### src/rtl/ssd_pkg.sv
// Shared types and segment constants for the seven-segment bus capture monitor.
package ssd_pkg;

  typedef enum logic [1:0] {
    IDLE     = 2'd0,
    SETTLE   = 2'd1,
    CAPTURED = 2'd2
  } state_t;

  // Segment patterns with bit 0 = a, active-high (already inverted from the bus)
  localparam logic [6:0] SEG_0 = 7'h3F;
  localparam logic [6:0] SEG_1 = 7'h06;
  localparam logic [6:0] SEG_2 = 7'h5B;
  localparam logic [6:0] SEG_3 = 7'h4F;
  localparam logic [6:0] SEG_4 = 7'h66;
  localparam logic [6:0] SEG_5 = 7'h6D;
  localparam logic [6:0] SEG_6 = 7'h7D;
  localparam logic [6:0] SEG_7 = 7'h07;
  localparam logic [6:0] SEG_8 = 7'h7F;
  localparam logic [6:0] SEG_9 = 7'h6F;
  localparam logic [6:0] SEG_A = 7'h77;
  localparam logic [6:0] SEG_B = 7'h7C;
  localparam logic [6:0] SEG_C = 7'h39;
  localparam logic [6:0] SEG_D = 7'h5E;
  localparam logic [6:0] SEG_E = 7'h79;
  localparam logic [6:0] SEG_F = 7'h71;

  localparam logic [6:0] SEG_BLANK = 7'h00;

  localparam logic [6:0] SEG_HEX [16] = '{
    SEG_0, SEG_1, SEG_2, SEG_3, SEG_4, SEG_5, SEG_6, SEG_7,
    SEG_8, SEG_9, SEG_A, SEG_B, SEG_C, SEG_D, SEG_E, SEG_F
  };

endpackage

### src/rtl/ssd_capture_seg_to_hex.sv
// Combinational inverse of the hex-to-segment decoder: pattern -> {valid, blank, nibble}.
module seg_to_hex
  import ssd_pkg::*;
(
  input  logic [6:0] seg,
  output logic       valid,
  output logic       blank,
  output logic [3:0] nibble
);

  always_comb begin
    blank  = (seg == SEG_BLANK);
    valid  = blank;
    nibble = 4'd0;
    for (int i = 0; i < 16; i++) begin
      if (seg == SEG_HEX[i]) begin
        valid  = 1'b1;
        nibble = 4'(i);
      end
    end
  end

endmodule

### src/rtl/ssd_capture.sv
// Seven-segment bus capture: settles each digit, assembles 8-digit frames, flags errors.
// Define SSD_CAP_DP_EN to add dp_out and include the decimal point in stability checks.
module ssd_capture
  import ssd_pkg::*;
#(
  parameter int SETTLE_CYCLES = 16,
  parameter int CNT_W         = 5
)
(
  input  logic        clk,
  input  logic        rst,
  input  logic [7:0]  anode,
  input  logic [7:0]  cathode,
  input  logic        err_clr,
  output logic [31:0] digits,
  output logic [7:0]  blank,
  output logic        frame_valid,
  output logic        seg_err,
  output logic        anode_err
`ifdef SSD_CAP_DP_EN
  ,
  output logic [7:0]  dp_out
`endif
);

`ifdef SSD_CAP_DP_EN
  localparam int CW = 8;
`else
  localparam int CW = 7;
  logic unused_dp;
  assign unused_dp = cathode[7];
`endif

  localparam logic [CNT_W-1:0] CNT_END = CNT_W'(SETTLE_CYCLES - 1);

  logic [7:0]    anode_p0, anode_p1;
  logic [CW-1:0] cath_p0, cath_p1;

  // Stage p0: input register; stage p1: previous cycle for change detection
  always_ff @(posedge clk) begin
    anode_p0 <= anode;
    cath_p0  <= cathode[CW-1:0];
    anode_p1 <= anode_p0;
    cath_p1  <= cath_p0;
  end

  state_t           state, state_nxt;
  logic [CNT_W-1:0] cnt, cnt_nxt;
  logic             chg, onehot, allones, at_end, latch, bad_anode;
  logic [2:0]       idx;

  assign chg     = (anode_p0 != anode_p1) || (cath_p0 != cath_p1);
  assign onehot  = $onehot(~anode_p0);
  assign allones = &anode_p0;
  assign at_end  = (state == SETTLE) && !chg && (cnt == CNT_END);
  assign latch     = at_end && onehot;
  assign bad_anode = at_end && !onehot && !allones;

  always_comb begin
    idx = 3'd0;
    for (int i = 0; i < 8; i++) begin
      if (!anode_p0[i]) idx = 3'(i);
    end
  end

  always_comb begin
    state_nxt = state;
    cnt_nxt   = cnt;
    case (state)
      IDLE, CAPTURED: begin
        if (chg) begin
          state_nxt = SETTLE;
          cnt_nxt   = '0;
        end
      end
      SETTLE: begin
        if (chg) begin
          cnt_nxt = '0;
        end else if (cnt == CNT_END) begin
          cnt_nxt   = '0;
          state_nxt = allones ? IDLE : CAPTURED;
        end else begin
          cnt_nxt = cnt + 1'b1;
        end
      end
      default: begin
        state_nxt = IDLE;
        cnt_nxt   = '0;
      end
    endcase
  end

  logic [6:0] seg_p0;
  logic       dec_valid, dec_blank;
  logic [3:0] dec_nib;

  assign seg_p0 = ~cath_p0[6:0];

  seg_to_hex u_dec (
    .seg    (seg_p0),
    .valid  (dec_valid),
    .blank  (dec_blank),
    .nibble (dec_nib)
  );

  logic [3:0]  shadow_nib [8];
  logic [7:0]  shadow_blank;
  logic [31:0] shadow_pack;
  logic [7:0]  seen;
  logic        frame_done;

  // Shadow frame: data only, validity is carried by seen
  always_ff @(posedge clk) begin
    if (latch) begin
      shadow_nib[idx]   <= dec_nib;
      shadow_blank[idx] <= dec_blank;
    end
  end

`ifdef SSD_CAP_DP_EN
  logic [7:0] shadow_dp;
  always_ff @(posedge clk) begin
    if (latch) shadow_dp[idx] <= ~cath_p0[7];
  end
`endif

  always_comb begin
    for (int i = 0; i < 8; i++) shadow_pack[4*i +: 4] = shadow_nib[i];
  end

  assign frame_done = (seen == 8'hFF);

  // Stage p2: control state, frame publish and sticky errors
  always_ff @(posedge clk) begin
    if (rst) begin
      state       <= IDLE;
      cnt         <= '0;
      seen        <= '0;
      digits      <= '0;
      blank       <= '0;
      frame_valid <= 1'b0;
      seg_err     <= 1'b0;
      anode_err   <= 1'b0;
`ifdef SSD_CAP_DP_EN
      dp_out      <= '0;
`endif
    end else begin
      state       <= state_nxt;
      cnt         <= cnt_nxt;
      frame_valid <= frame_done;
      if (frame_done) begin
        digits <= shadow_pack;
        blank  <= shadow_blank;
`ifdef SSD_CAP_DP_EN
        dp_out <= shadow_dp;
`endif
      end
      seen      <= (frame_done ? 8'h00 : seen) | (latch ? (8'h01 << idx) : 8'h00);
      seg_err   <= (latch && !dec_valid) || (seg_err && !err_clr);
      anode_err <= bad_anode || (anode_err && !err_clr);
    end
  end

endmodule

### config.mk
export PLATFORM = sky130hd
export DESIGN_NAME = ssd_capture
export DESIGN_NICKNAME = d
export VERILOG_FILES = /design/src/rtl/ssd_pkg.sv /design/src/rtl/ssd_capture_seg_to_hex.sv /design/src/rtl/ssd_capture.sv
export SDC_FILE = /design/constraint.sdc
export NUM_CORES = 1
export LEC_CHECK = 0
export CAP_MARGIN = 15
export CELL_PAD_IN_SITES_DETAIL_PLACEMENT = 0
export CELL_PAD_IN_SITES_GLOBAL_PLACEMENT = 1
export CORE_MARGIN = 5
export CORE_UTILIZATION = 44
export CTS_BUF_LIST = sky130_fd_sc_hd__clkbuf_4
export CTS_CLUSTER_SIZE = 40
export DETAILED_ROUTE_END_ITERATION = 10
export PLACE_DENSITY = 0.85
export SETUP_SLACK_MARGIN = 0.4
export SYNTH_ARGS = -nofsm -noshare
export SYNTH_HDL_FRONTEND = slang
export SYNTH_SLANG_ARGS = --single-unit
### constraint.sdc
create_clock -name clk -period 4.4 [get_ports clk]
set_clock_uncertainty 0.1 [all_clocks]
set_input_delay 0.44 -clock clk [delete_from_list [all_inputs] [get_ports clk]]
set_output_delay 0.44 -clock clk [all_outputs]
set_load 0.03 [all_outputs]
==> key figures <==
Place
  • Dpl cell area: 0.00541 sq mm
  • Port Buffers: 60
  • Routability-driven placement congestion ratio: 0.812
  • Post-DP HPWL: 6.07 mm
  • Dpl ws: 0.108 ns

Logic synthesis
  • Post-synthesis sequential area ratio: 63.0%
  • Post-synth EDFFs: 40
  • Post-Syn Nets: 477
  • Netlist cell types: 43
  • Post-Synthesis Cells: 449
  • Mapped cell area: 0.00470 sq mm
  • Post-synth top cells: nand2_1, dfxtp_1, a21oi_1, edfxtp_1
  • Yosys reg bits: 128
  • Primary FF master, synth: dfxtp_1
  • Syn Area/Cell: 10.5 sq um
  • Cell with the most instances after synthesis: nand2_1
  • Area contributors post-synth: dfxtp_1, edfxtp_1, nand2_1, a21oi_1, xor2_1
  • Top-area cell type share of the netlist area: 37.5%
  • Largest area contributor in the netlist: dfxtp_1
  • Ys Warns: 0
  • Synth async-reset ratio: 0%

Die
  • Core Area: 0.0104 sq mm
  • IO Count: 62
  • DIE AREA: 0.0128 sq mm
  • DIE WIDTH: 113 microns
  • Die Ht: 113 microns
  • Row count: 37
  • Initial Utilization: 45.3%

Timing
  • Count of final hold-check violations: 0
  • Worst Tran Pin Value: 1.10 ns
  • Final Cycle Share: 89.4%
  • F_max: 0.254 GHz
  • Max transition margin: 26.7%
  • Final Worst Setup Slack: 0.468 ns
  • Sum Neg Setup Slack: 0 ns
  • RSZ-0062 raised after global routing: yes
  • Final setup vio count: 0
  • Max Transition Viols Final: 0
  • Final min period: 3.93 ns

Routing
  • Routed WL per cell: 13.8 microns
  • Vias per std cell: 4.97
  • # DRC: 0
  • WL final: 9.20 mm
  • Via Count: 3,316
  • DR iter-0 viols: 219
  • DR pass1 iterations: 4
  • Remaining antenna violation count: 0

Clocking
  • CTS Sinks: 128
  • Max Root-Sink Buffers: 2
  • Clock H-tree levels: 4
  • Root Driver: clkbuf_4
  • CTS Buf Count: 17
  • CTS tree: built
  • Clk Latency, worst-skew pair: 0.49 ns
  • Clock slew at reported path FFs: 0.11 ns

Power and ir drop
  • Clock network power share: 37.6%
  • PwrDens: 377 mW/mm^2
  • Peak VDD IR: 0.000194 V
  • P_leak: 0.00213 uW
  • Net Sw Frac: 22.3%
  • Pint: 1710 uW
  • Reg power frac: 56.6%
  • Comb power frac: 5.8%
  • Final Power: 2200 uW
  • P_sw: 492 uW

GRT
  • Largest net degree at the start of global routing: 59
  • Congestion Overflow GR: 0
  • Tot GR Track Use: 15.2%
  • Initial antenna violation count: 1
  • First-pass GRT wire length: 15.5 mm
  • Via count of the first global-routing pass: 3,185

Layout
  • Ratio of cells with drive above 1 in the final layout: 15.3%
  • Fin area: 0.00585 sq mm
  • Layout area overhead: 24.5%
  • Fin util: 56.4%
  • Layout Nets: 545

Setup path
  • Critical Path RT: 4.49 ns
  • CP Capture Type: flip-flop
  • Crit path DAT: 4.03 ns
  • Worst Path Max Fanout: 5
  • Crit Path Class: reg2reg
  • Startpoint types: flip-flop

Job
  • Max-cap violations: 0

Min path
  • Min-delay worst type: in2reg

Status
  • Status: complete, no violations
==> worst max-delay path, stage by stage (launching register included) <==
cell and delay (ns):
dfxtp_4 0.37, inv_2 0.04, fa_1 0.54, fa_1 0.43
fa_1 0.50, ha_2 0.20, inv_2 0.04, fa_2 0.52
nand2_2 0.08, nor4_4 0.32, and2_4 0.26, nand2_4 0.06
nor2_4 0.17
==> layout by cell type, fill, tap and decap left out, types with 4 or more instances in the layout <==
cell type and n:
inv_2 4, ha_1 4, nor3_1 6, nand2b_1 4, edfxtp_1 40, nor3_2 4
or2_2 4, dfxtp_1 85, inv_4 6, nor2b_1 4, clkbuf_4 22, nand2_1 99
nor2_1 19, a21oi_1 48, clkdlybuf4s50_1 59, xor2_1 16, buf_4 13, nand4_1 6
inv_1 9, nor4_1 4, nand3_1 8, o21ai_0 7
==> final timing paths <==
check	depth (start not counted)	startpoint	slack, ns	to
worst max-delay path	12	anode_p0[0]$_DFF_P_	0.47	shadow_blank[0]$_DFFE_PP_
worst min-delay path	1	cathode[0]	0.28	cath_p0[0]$_DFF_P_
worst max register to register	12	anode_p0[0]$_DFF_P_	0.47	shadow_blank[0]$_DFFE_PP_
worst min register to register	0	anode_p0[0]$_DFF_P_	0.30	anode_p1[0]$_DFF_P_
==> logic make-up (layout without fill, tap and decap cells) <==
group	Yosys count	count (layout)	share of synthesized area, %
compound gates	74	74	9.05
xor+xnor	16	16	2.98
fa+ha+maj	9	9	3.04
flops	128	128	63.0
other cells	0	1	0
simple gates	177	178	17.3
mux	3	3	0.639
buf+inv	42	122	3.94
==> power groups by stage <==
stage	clock network (uW)	logic (uW)	registers (uW)
global route	919	143	1250
floorplan	0	75.4	1270
finish	829	129	1250
global placement	0	102	1270
detailed placement	0	108	1270
CTS	855	113	1250
==> registers in the layout, indices dropped and copies added, names as in the netlist <==
register      flops
frame_valid       1
cath_p0           7
state             2
cath_p1           7
shadow_blank      8
seg_err           1
seen              8
cnt               5
blank             8
anode_p1          8
digits           32
anode_err         1
anode_p0          8
shadow_nib       32
==> through the flow <==
step | std cells | hold slack [ns]
3_5_place_dp | 629 | 0.288
5_1_grt | 667 | 0.213
2_1_floorplan | 449 | 0.251
4_1_cts | 663 | 0.225
3_3_place_gp | 628 | 0.282
6_report | 667 | 0.276
==> what timing repair did <==
action	in CTS	in global routing
cloned	1	0
hold buffers	0	0
gates resized for setup	13	20
setup endpoints to repair	40	42
buffers inserted	1	3
pin swaps	3	5
==> area by class of cell <==
class | count | area [sq um]
clock buffer | 22 | 165
clock inverter | 10 | 136
sequential | 128 | 2970
tap | 136 | 170
fill | 927 | 4520
timing repair buffer | 73 | 693
antenna | 1 | 2.50
inverter | 17 | 73.8
multi-input combinational | 280 | 1640
==> per-layer routing <==
layer  global-route usage, %  vias up  share of wire, %
met5                       0        -                 0
met4                    5.37        0              0.89
met3                    4.76        4               6.7
met2                    24.5       82                48
met1                    19.5     1554                44
li1                        -     1676                 -
No activity file was read; power rests on OpenSTA's default activity.
